### config.mk
export PLATFORM = sky130hd
export DESIGN_NAME = secret_sched
export DESIGN_NICKNAME = d
export VERILOG_FILES = /design/src/rtl/secret_sched_pkg.sv /design/src/rtl/rr_arbiter.sv /design/src/rtl/secret_sched.sv
export SDC_FILE = /design/constraint.sdc
export NUM_CORES = 1
export LEC_CHECK = 0
export CORE_AREA = 8 8 156 158
export DETAILED_ROUTE_END_ITERATION = 8
export DIE_AREA = 0 0 164 166
export PLACE_DENSITY = 0.74
export RECOVER_POWER = 100
export SLEW_MARGIN = 20
export SYNTH_ARGS = -nofsm -noshare
export SYNTH_HDL_FRONTEND = slang
export SYNTH_HIERARCHICAL = 1
export SYNTH_SLANG_ARGS = --single-unit
### constraint.sdc
create_clock -name clk -period 4.3 [get_ports clk]
set_clock_uncertainty 0.2 [all_clocks]
set_input_delay 0.645 -clock clk [delete_from_list [all_inputs] [get_ports clk]]
set_output_delay 0.645 -clock clk [all_outputs]
set_load 0.01 [all_outputs]
### src/rtl/secret_sched_pkg.sv
`default_nettype none
// +----------------------------------------------------------------------+
// | secret_sched_pkg : shared types and constants for the job scheduler  |
// | Revision: 1.0                                                        |
// +----------------------------------------------------------------------+
package secret_sched_pkg;

  localparam int          DATA_W      = 32;
  localparam logic [31:0] SECRET_INIT = 32'd9;

  typedef enum logic [1:0] {
    IDLE = 2'd0,
    RUN  = 2'd1,
    CAPT = 2'd2,
    DONE = 2'd3
  } sched_state_e;

endpackage
`default_nettype wire

### src/rtl/rr_arbiter.sv
`default_nettype none
// +----------------------------------------------------------------------+
// | rr_arbiter : combinational round-robin pick starting at ptr          |
// | Revision: 1.0                                                        |
// +----------------------------------------------------------------------+
module rr_arbiter #(
  parameter int N     = 4,
  parameter int IDX_W = $clog2(N)
) (
  input  logic [N-1:0]     req,
  input  logic [IDX_W-1:0] ptr,
  input  logic             en,
  output logic [N-1:0]     gnt,
  output logic [IDX_W-1:0] gnt_idx
);

  logic [31:0]      idx;
  logic [IDX_W-1:0] sel;
  logic             found;

  always_comb begin
    gnt     = '0;
    gnt_idx = '0;
    found   = 1'b0;
    idx     = '0;
    sel     = '0;
    for (int i = 0; i < N; i++) begin
      idx = (32'(ptr) + 32'(i)) % 32'(N);
      sel = idx[IDX_W-1:0];
      if (en && !found && req[sel]) begin
        gnt[sel] = 1'b1;
        gnt_idx  = sel;
        found    = 1'b1;
      end
    end
  end

endmodule
`default_nettype wire

### src/rtl/secret_sched.sv
`default_nettype none
// +----------------------------------------------------------------------+
// | secret_sched : round-robin job scheduler for one secret_impl         |
// | Revision: 1.0                                                        |
// +----------------------------------------------------------------------+
module secret_sched
  import secret_sched_pkg::*;
#(
  parameter int NREQ   = 4,
  parameter int BEAT_W = 4,
  parameter int ID_W   = $clog2(NREQ)
) (
  input  logic                     clk,
  input  logic                     reset,
  input  logic [NREQ-1:0]          req_valid,
  output logic [NREQ-1:0]          req_ready,
  input  logic [NREQ*DATA_W-1:0]   req_a,
  input  logic [NREQ*DATA_W-1:0]   req_b,
  input  logic [NREQ*BEAT_W-1:0]   req_beats,
  output logic                     rsp_valid,
  input  logic                     rsp_ready,
  output logic [ID_W-1:0]          rsp_id,
  output logic [DATA_W-1:0]        rsp_data,
  output logic                     busy,
  output logic [DATA_W-1:0]        dp_a,
  output logic [DATA_W-1:0]        dp_b,
  output logic                     dp_reset_l,
  input  logic [DATA_W-1:0]        dp_x
);

  sched_state_e      state_q, state_d;
  logic [ID_W-1:0]   ptr_q, ptr_d;
  logic [DATA_W-1:0] a_q, a_d;
  logic [DATA_W-1:0] b_q, b_d;
  logic [BEAT_W-1:0] cnt_q, cnt_d;
  logic [ID_W-1:0]   id_q, id_d;
  logic [DATA_W-1:0] data_q, data_d;

  logic [NREQ-1:0]   gnt;
  logic [ID_W-1:0]   gnt_idx;
  logic [DATA_W-1:0] sel_a, sel_b;
  logic [BEAT_W-1:0] sel_beats;

  rr_arbiter #(
    .N     (NREQ),
    .IDX_W (ID_W)
  ) u_arb (
    .req     (req_valid),
    .ptr     (ptr_q),
    .en      (state_q == IDLE),
    .gnt     (gnt),
    .gnt_idx (gnt_idx)
  );

  always_comb begin
    sel_a     = '0;
    sel_b     = '0;
    sel_beats = '0;
    for (int i = 0; i < NREQ; i++) begin
      if (gnt[i]) begin
        sel_a     = req_a[i*DATA_W +: DATA_W];
        sel_b     = req_b[i*DATA_W +: DATA_W];
        sel_beats = req_beats[i*BEAT_W +: BEAT_W];
      end
    end
  end

  always_comb begin
    state_d = state_q;
    ptr_d   = ptr_q;
    a_d     = a_q;
    b_d     = b_q;
    cnt_d   = cnt_q;
    id_d    = id_q;
    data_d  = data_q;
    case (state_q)
      IDLE: begin
        if (|gnt) begin
          a_d     = sel_a;
          b_d     = sel_b;
          cnt_d   = (sel_beats == '0) ? BEAT_W'(1) : sel_beats;
          id_d    = gnt_idx;
          ptr_d   = (gnt_idx == ID_W'(NREQ - 1)) ? '0 : gnt_idx + 1'b1;
          state_d = RUN;
        end
      end
      RUN: begin
        if (cnt_q == BEAT_W'(1)) state_d = CAPT;
        else                     cnt_d   = cnt_q - 1'b1;
      end
      CAPT: begin
        data_d  = dp_x;
        state_d = DONE;
      end
      DONE: begin
        if (rsp_ready) state_d = IDLE;
      end
      default: state_d = IDLE;
    endcase
  end

  always_ff @(posedge clk) begin
    if (reset) begin
      state_q <= IDLE;
      ptr_q   <= '0;
      a_q     <= '0;
      b_q     <= '0;
      cnt_q   <= '0;
      id_q    <= '0;
      data_q  <= '0;
    end else begin
      state_q <= state_d;
      ptr_q   <= ptr_d;
      a_q     <= a_d;
      b_q     <= b_d;
      cnt_q   <= cnt_d;
      id_q    <= id_d;
      data_q  <= data_d;
    end
  end

  // Holding the datapath in reset outside RUN/CAPT guarantees a clean start per job.
  assign req_ready  = gnt;
  assign busy       = (state_q != IDLE);
  assign rsp_valid  = (state_q == DONE);
  assign rsp_id     = id_q;
  assign rsp_data   = data_q;
  assign dp_reset_l = (state_q == RUN) || (state_q == CAPT);
  assign dp_a       = (state_q == RUN) ? a_q : '0;
  assign dp_b       = (state_q == RUN) ? b_q : '0;

endmodule
`default_nettype wire

==> summary.txt, run 1 <==
Setup path
  – Crit start category: input port
  – CP required: 3450 ps
  – CP Class: input port to output port
  – WP data arrival: roughly 3300 ps
  – Crit path max fanout: 12
  – Crit end category: output port

Synthesis
  – Post-synthesis instance total: about 840
  – Synth area leader: dfxtp_1
  – Syn nets: roughly 1200
  – Area share of the largest cell type after synthesis: between 30% and 40%
  – Syn avg cell area: a little under 8 um^2
  – Largest cells by area after synthesis: dfxtp_1 32%, a21oi_1 11%, a221oi_1 8.6%
  – Primary FF master, synth: dfxtp_1
  – Async S/R FF share, synth: 0%
  – Post-Syn Area: ~6700 um^2
  – Register area share after synthesis: a little under a third
  – Number of flops mapped to enable cells by yosys: 0
  – Netlist cell types: 50
  – Synth Warn #: 6
  – Flops & latches, synth: ~110

Placement
  – Port Buffers: 415
  – Routability cong.: ~0.86
  – Placed Area: around 11000 um^2
  – Post-DP HPWL: ~23 mm
  – Pre-CTS setup slack: roughly 150 ps

Floorplanning
  – Top Ports: between 400 and 500
  – Starting Density: approximately 30%
  – Die ar.: between 20000 and 30000 um^2
  – Core area: 22090 um^2
  – Die X: ~160 um
  – Die Ht: about 170 um
  – Number of cell rows: 55

CTS
  – CTS tree: built
  – Clock buffer depth: 2
  – Post-CTS Setup Bufs: 0
  – Clock sink count: around 110
  – Hold_buf cts: 0
  – H-tree Lvls: 3
  – Num CTS Buffers: 9
  – Clock Latency Late Sink: 350 ps
  – Post-cts gate resize count: 0
  – CTS clk-pin slew, worst paths: 80 ps
  – Root buf cell: clkbuf_16

Power
  – P_sw: 0.002549 W
  – P_int: around 0.0034 W
  – Design Power: 0.005959 W
  – Clock group share of total power: 15.6%
  – Leakage: roughly 4.3 nW
  – Pwr dens: between 500 and 600 nW/um^2
  – Switching share of total power: between 40% and 50%
  – Combinational share of power: between 60% and 70%
  – Sequential Power Share: a little under a quarter
  – Worst vdd ir: slightly above 400 uV

Detailed routing
  – Post-route DRC: 0
  – Via/cell ratio: between 5 and 6
  – Wirelength per Cell: 19.83 um
  – Drt pass-1 iters: 4
  – Drt initial violations: about 570
  – DRT antenna net count: 0
  – DR vias: 7741
  – Final WL: a little under 30 mm

STA
  – Tmin final: just over 4000 ps
  – Unrepaired setup endpoints after global routing: false
  – Worst-Margin Slew: between 1500 and 2000 ps
  – FMAX: approximately 240 MHz
  – Setup TNS: 0 ps
  – Rel. slew slack: -25.81%
  – Worst Hold Slack: 262.2 ps
  – Hold Violations, Final: 0
  – Final slew viol count: 34
  – Final worst setup slack: 163.9 ps
  – Final setup vio count: 0
  – Crit share post-route: roughly 96%

Status
  – Outcome: complete, but fails checks
  – Failing checks: max-capacitance violations, max-slew violations

Layout
  – Layout cells sized above 1: about 4.2%
  – P&R area growth vs syn: 68.48%
  – Non-Filler Cell Area, Final: between 10000 and 15000 um^2
  – Fill cells: 2077
  – Final #Nets: between 1500 and 2000

Global routing
  – Largest net degree at the start of global routing: 108
  – Vias in the first global route: 7669
  – First-pass GRT wire length: between 40 and 50 mm
  – GRT overflow: 0
  – Initial antenna violation count: 3
  – GRT Total Usage: ~20%

Worst hold path
  – Worst hold path class: register to register

Flow run
  – Max-Cap Viols: 1
## power by group through the flow
stage	Combinational, W	Sequential (W)	Clock (W)
2_1_floorplan	0.00251	0.00139	0
3_3_place_gp	0.00368	0.00139	0
3_5_place_dp	0.00373	0.00140	0
4_1_cts	0.00375	0.00138	0.000969
5_1_grt	0.00406	0.00141	0.000999
6_report	0.00365	0.00138	0.000929
## cells by family after synthesis
kind of cell / Yosys count / synth area share, %
muxes: 42 / 6.700
adders and majority gates: 14 / 2.613
DFF: 106 / 31.65
buffers and inverters: 103 / 7.727
AOI/OAI and AO/OA: 307 / 28.67
and+or+nand+nor: 272 / 22.64
## registers in the layout (all words and copies together), names as in the netlist
name / flops
ptr_q: 2
a_q: 32
cnt_q: 4
b_q: 32
rsp_data: 32
state_q: 2
rsp_id: 2
## routing by layer
layer,share of wire (%),wire (um),global-route usage [%],vias up
met5,0.037,11,0,-
met1,40,11750,23.63,3571
met2,47,13950,33.86,333
met3,9.9,2922,8.131,52
li1,-,-,-,3783
met4,3.1,903,7.552,2
## cells in the mapped netlist, drive strengths merged, types with 3 or more instances
cell / n
buf: 44
and2: 64
mux2: 3
o21ai: 67
mux2i: 37
a21oi: 143
inv: 14
a221o: 6
o22ai: 4
nor3: 66
a221oi: 67
ha: 14
dfxtp: 106
nor2b: 67
a211oi: 5
nand2: 15
clkbuf: 45
nand3b: 5
nand2b: 7
nor2: 43
## critical path: stages
cell	delay [ps]
clkdlybuf4s50_1	590
mux4_2	600
nand2b_4	190
a211oi_4	260
a221o_1	330
dlygate4sd3_1	670
## through the flow
step	utilization [%]	std cells
floorplan	-	844
global placement	49.66	1470
detailed placement	49.66	1470
CTS	51.17	1486
global route	51.11	1487
finish	51.13	1489
## final timing paths
kind / from / end / slack [ps] / cells after the start
worst min-delay path: rsp_id[1] / rsp_id[1] / 260 / 2
worst max-delay path: req_valid[1] / req_ready[0] / 160 / 6
worst min register to register: rsp_id[1] / rsp_id[1] / 260 / 2
worst max register to register: ptr_q[1] / cnt_q[0] / 410 / 12
## area by class of cell
class                           count  area (um^2)  share of cell area [%]
Inverter                           14        52.55                  0.4653
Tap cell                          285        356.6                   3.157
Antenna cell                        3        7.507                 0.06647
Clock inverter                      7        107.6                  0.9527
Clock buffer                        9        225.2                   1.994
Timing Repair Buffer              430         4337                   38.40
Multi-Input combinational cell    635         4086                   36.18
Sequential cell                   106         2122                   18.79
## cell usage in the layout, fill, tap and decap left out, types with 2 or more instances in the layout
cell type	Yosys	layout
a211oi_1	2	2
a211oi_2	2	2
a21oi_1	142	142
a221o_1	6	3
a221o_4	0	2
a221oi_1	66	67
a31o_2	2	2
and2_0	0	26
and2_1	64	38
buf_12	0	6
buf_4	8	7
bufinv_16	0	2
clkbuf_16	0	9
clkbuf_2	1	2
clkdlybuf4s50_1	0	340
dfxtp_1	106	106
diode_2	0	3
dlygate4sd3_1	0	75
ha_1	14	14
inv_1	14	13
inv_6	0	2
inv_8	0	2
mux2_2	3	3
mux2i_1	37	37
mux4_2	2	2
nand2_1	15	15
nand2b_1	6	6
nand3b_1	5	5
nor2_1	42	42
nor2b_1	65	65
nor3_1	66	66
o211ai_1	2	2
o21ai_0	67	67
o221ai_1	2	2
o22ai_1	4	4
Power figures use the tool's default switching activity.
==> inputs of run 2 (changes only) <==
==> constraint.sdc (replaced) <==
create_clock -name clk -period 3.85 [get_ports clk]
set_clock_uncertainty 0.2 [all_clocks]
set_input_delay 0.5775 -clock clk [delete_from_list [all_inputs] [get_ports clk]]
set_output_delay 0.5775 -clock clk [all_outputs]
set_load 0.01 [all_outputs]
==> summary.txt, run 2 (synthesis results as in run 1) <==
Detailed routing
  – Final WL: around 29 mm
  – Post-route DRC: 0
  – DR vias: roughly 7900
  – Drt pass-1 iters: 5
  – Drt initial violations: 474
  – DRT antenna net count: 0
  – Wirelength per Cell: roughly 19 um
  – Via/cell ratio: 5.177

Global routing
  – GRT overflow: 0
  – First-pass GRT wire length: 44.37 mm
  – Initial antenna violation count: 1
  – Vias in the first global route: 7750
  – Largest net degree at the start of global routing: 83
  – GRT Total Usage: between 20% and 30%

Placement
  – Post-DP HPWL: ~23 mm
  – Port Buffers: slightly above 400
  – Routability cong.: around 0.89
  – Placed Area: 11200 um^2

Power
  – Worst vdd ir: approximately 500 uV
  – Pwr dens: between 500 and 600 nW/um^2
  – Leakage: 4.311 nW
  – Design Power: 0.006736 W

STA
  – Crit share post-route: a little over nine tenths
  – Final setup vio count: 0
  – Setup TNS: 0 ps
  – FMAX: around 270 MHz
  – Final slew viol count: 34
  – Worst-Margin Slew: roughly 1900 ps
  – Tmin final: between 3000 and 4000 ps
  – Rel. slew slack: -27.37%
  – Hold Violations, Final: 0

Setup path
  – Crit end category: output port
  – Crit start category: input port
  – Cell Chain, Critical Path: clkdlybuf4s50_1, or3b_1, o22ai_1, nor2b_4, buf_4, a221o_4, clkdlybuf4s50_1
  – FF-to-FF setup slack: ~320 ps
  – CP Class: input port to output port
  – FF-to-FF End: cnt_q[1]
  – WP data arrival: 2980 ps
  – R2R depth: 12
  – CP Launch Point: req_valid[1]
  – CP Buf/Inv Count: 3
  – Worst path top cell family by delay: buffers and inverters
  – Crit path max fanout: 8
  – R2r startpoint: ptr_q[1]
  – Slowest-stage cell, CP: clkdlybuf4s50_1
  – Worst path max stage delay: 590 ps
  – Cell mode on critical path: clkdlybuf4s50_1
  – CP required: around 3100 ps

CTS
  – Num CTS Buffers: 9
  – Clock sink count: 106
  – CTS clk-pin slew, worst paths: about 80 ps
  – Root buf cell: clkbuf_16
  – Clock buffer depth: 2
  – H-tree Lvls: 3
  – Clock Latency Late Sink: between 300 and 400 ps
  – CTS tree: built

Layout
  – Final #Nets: roughly 1600
  – Commonest non-fill, non-tap cell in the layout: clkdlybuf4s50_1
  – P&R area growth vs syn: 71.18%
  – Commonest cells after routing, fill and taps aside: 364 x clkdlybuf4s50_1, 142 x a21oi_1, 106 x dfxtp_1, 67 x o21ai_0
  – Layout cells sized above 1: between 6 and 7%
  – Non-Filler Cell Area, Final: between 10000 and 15000 um^2

Worst hold path
  – Worst Hold End: rsp_id[0]
  – Hold Crit Start: rsp_id[0]
  – Worst hold path class: register to register
  – Worst Hold Path Cells: 2

Floorplanning
  – Core area: 22090 um^2
  – Die ar.: 27220 um^2
  – Die X: between 150 and 200 um
  – Starting Density: a little under a third
  – Top Ports: around 420
  – Die Ht: ~170 um
  – Number of cell rows: 55

Status
  – Failing checks: max-capacitance violations, max-slew violations
  – Outcome: complete, but fails checks

Flow run
  – Max-Cap Viols: 1
run 2: changes by cell type in the layout (fill, tap and decap cells not counted), moves of 4 or more:
cell             before  now
buf_4                 7   33
clkdlybuf4s50_1     340  364
dlygate4sd3_1        75   51
and2_0               26   20
and2_1               38   44
clkbuf_1              0    4
run 2: metrics by stage:
| stage | instances | utilization, % | hold slack (ps) | setup slack (ps) |
|---|---|---|---|---|
| floorplan | 844 | - | 263.8 | 399.6 |
| detailed placement | 1499 | 50.71 | 249.4 | 18.02 |
| global placement | 1499 | 50.71 | 247.0 | 68.00 |
| global route | 1517 | 51.95 | 300.8 | -7.926 |
| CTS | 1515 | 52.10 | 263.3 | 51.92 |
| finish | 1517 | 51.95 | 258.3 | 93.26 |
run 2: timing repair:
item	4_1_cts	5_1_grt
hold buffers	0	0
setup endpoints to repair	0	5
resized for setup	0	3
setup buffers	0	1
run 2: power by group:
group	total, W	switching [W]	internal [W]
sequential	0.00153	0.000130	0.00140
combinational	0.00426	0.00231	0.00195
clock	0.000942	0.000462	0.000480
run 2: cell type report:
type,instances,area (um^2)
fill,2098,10610
timing repair buffer,460,4523
multi-input combinational,635,4110
sequential,106,2122
tap,285,356.6
clock buffer,10,239.0
clock inverter,6,70.07
inverter,14,52.55
antenna,1,2.502
run 2: worst max-delay path by stage:
| stage | endpoint | slack (ps) | depth (start not counted) |
|---|---|---|---|
| floorplan | cnt_q[0] | 400 | 14 |
| global placement | b_q[10] | 70 | 13 |
| detailed placement | b_q[27] | 20 | 13 |
| CTS | req_ready[3] | 50 | 8 |
| global route | cnt_q[1] | -8 | 11 |
| finish | req_ready[2] | 90 | 7 |
run 2: per-layer routing:
layer / global-route usage [%] / share of wire, % / wire length, um
met1: 23.38 / 39 / 11460
met2: 35.78 / 49 / 14350
met3: 7.189 / 10 / 2931
met4: 5.022 / 2.0 / 579
met5: 0 / 0 / 0
run 2: tightest hold or removal path, delay by kind of cell, from the launching register on:
kind | cells | cell delay (ps)
simple gates | 1 | 50
compound gates | 1 | 50
flops | 1 | 320
==> inputs of run 3 (changes only) <==
--- a/config.mk
+++ b/config.mk
@@ -10,6 +10,7 @@
 export DIE_AREA = 0 0 164 166
 export PLACE_DENSITY = 0.74
 export RECOVER_POWER = 100
+export SETUP_SLACK_MARGIN = 0.5
 export SLEW_MARGIN = 20
 export SYNTH_ARGS = -nofsm -noshare
 export SYNTH_HDL_FRONTEND = slang
==> summary.txt, run 3 (synthesis results as in run 1) <==
Worst hold path
  – Worst Hold Path Cells: 2
  – Worst hold path class: register to register

Floorplanning
  – Die Ht: 166 um
  – Starting Density: 30.35%
  – Number of cell rows: 55
  – Core area: about 22000 um^2
  – Die X: ~160 um
  – Die ar.: 27220 um^2
  – Top Ports: approximately 420

Global routing
  – First-pass GRT wire length: 44.23 mm
  – GRT Total Usage: 20.46%
  – Largest net degree at the start of global routing: 71
  – GRT overflow: 0
  – Vias in the first global route: 7961
  – Initial antenna violation count: 1

Layout
  – P&R area growth vs syn: 79.08%
  – Commonest cells after routing, fill and taps aside: 319 x clkdlybuf4s50_1, 139 x a21oi_1, 105 x dfxtp_1, 88 x dlygate4sd3_1
  – Final #Nets: around 1600
  – Commonest non-fill, non-tap cell in the layout: clkdlybuf4s50_1
  – Fill cells: a little over 2000
  – Diode count: 0
  – Layout cells sized above 1: 10.50%

CTS
  – CTS clk-pin slew, worst paths: approximately 80 ps
  – Clock buffer depth: 2
  – Clock Latency Late Sink: about 360 ps
  – Clock sink count: about 110
  – CTS tree: built
  – Root buf cell: clkbuf_16
  – Num CTS Buffers: 9
  – H-tree Lvls: 3

STA
  – Crit share post-route: 90.83%
  – Tmin final: 3497 ps
  – Hold Violations, Final: 0
  – FMAX: 285.9 MHz
  – Worst-Margin Slew: approximately 1900 ps
  – Rel. slew slack: -25.36%
  – Final setup vio count: 0
  – Final slew viol count: 34
  – Unrepaired setup endpoints after global routing: true
  – Final worst setup slack: ~350 ps

Setup path
  – R2R depth: 16
  – CP Class: register to register
  – WP data arrival: 3590 ps
  – Crit end category: register
  – Crit path max fanout: 8
  – Crit start category: register
  – CP required: around 4000 ps

Status
  – Failing checks: max-capacitance violations, max-slew violations
  – Outcome: complete, but fails checks

Detailed routing
  – Via/cell ratio: 5.219
  – Final WL: around 31 mm
  – DRT antenna net count: 0
  – Drt initial violations: between 600 and 700
  – Wirelength per Cell: ~20 um
  – Post-route DRC: 0
  – Drt pass-1 iters: 5
  – DR vias: about 8000

Power
  – Worst vdd ir: between 400 and 500 uV
  – Design Power: around 0.0076 W
  – Leakage: 4.672 nW
  – Pwr dens: approximately 630 nW/um^2

Flow run
  – Max-Cap Viols: 1

Placement
  – Post-DP HPWL: approximately 23 mm
  – Port Buffers: 415
  – Routability cong.: 0.8577
  – Pre-CTS setup slack: -49.75 ps
-- run 3: changes by cell type in the layout (fill, tap and decap cells not counted), moves of 6 or more --
cell,previous run,this run
dlygate4sd3_1,51,88
buf_6,1,10
dlygate4sd2_1,0,6
a221oi_1,66,53
o21ai_1,0,23
buf_12,4,14
o21ai_2,0,7
and2_0,20,6
o21ai_0,67,35
a221oi_2,1,12
clkdlybuf4s50_1,364,319
and2_1,44,58
-- run 3: layout make-up --
class	instances	area [um^2]	share of cell area (%)
Sequential cell	106	2126	17.71
Tap cell	285	356.6	2.970
Timing Repair Buffer	478	4887	40.71
Clock buffer	9	225.2	1.876
Inverter	14	63.81	0.5315
Multi-Input combinational cell	635	4295	35.78
Clock inverter	6	51.30	0.4273
-- run 3: through the flow --
stage               hold WS, ps  utilization [%]  TNS, ps  std cells  instance area (um^2)
floorplan                 263.8                -        0        844                  6716
CTS                       266.9            52.34        0       1516                 11560
finish                    260.9            54.35        0       1533                 12010
detailed placement        249.9            50.46   -49.75       1485                 11150
global route              272.6            54.35        0       1533                 12010
global placement          250.3            50.46        0       1485                 11150
-- run 3: repair_timing --
action / 4_1_cts / 5_1_grt
hold endpoints to repair: 0 / 0
pin swaps: 7 / 12
gates cloned: 0 / 6
buffers inserted: 16 / 11
endpoints found under the setup margin: 78 / 76
resized for setup: 16 / 101
hold buffers: 0 / 0
-- run 3: worst paths after layout --
kind / from / endpoint / slack (ps)
hold reg to reg: rsp_id[1] / rsp_id[1] / 260
setup / recovery: ptr_q[1] / rsp_id[0] / 350
hold / removal: rsp_id[1] / rsp_id[1] / 260
setup reg to reg: ptr_q[1] / rsp_id[0] / 350
-- run 3: metal layers --
layer	vias up	track usage [%]	share of wire, %	wire (um)
li1	3872	-	-	-
met1	3744	22.52	39	12270
met2	331	35.51	48	15040
met3	52	7.238	9.3	2883
met4	2	7.236	2.9	893
met5	-	0	0.039	12
-- run 3: critical path, cell delays in order, from the launching register on --
cell and delay, ps:
dfxtp_1 460, inv_6 70, ha_4 310, mux4_2 320, nand2b_4 180, a211oi_4 230, a221o_1 220, buf_4 120
buf_6 90, buf_6 90, nor4_4 30, buf_4 150, nor2_4 230, clkbuf_1 290, clkbuf_16 230, nand2_1 60
a21oi_1 130
-- run 3: power by group --
part,leakage [nW],switching [W],internal (W)
Combinational,3.66,0.00266,0.00245
Sequential,0.871,0.000144,0.00140
Clock,0.138,0.000460,0.000447
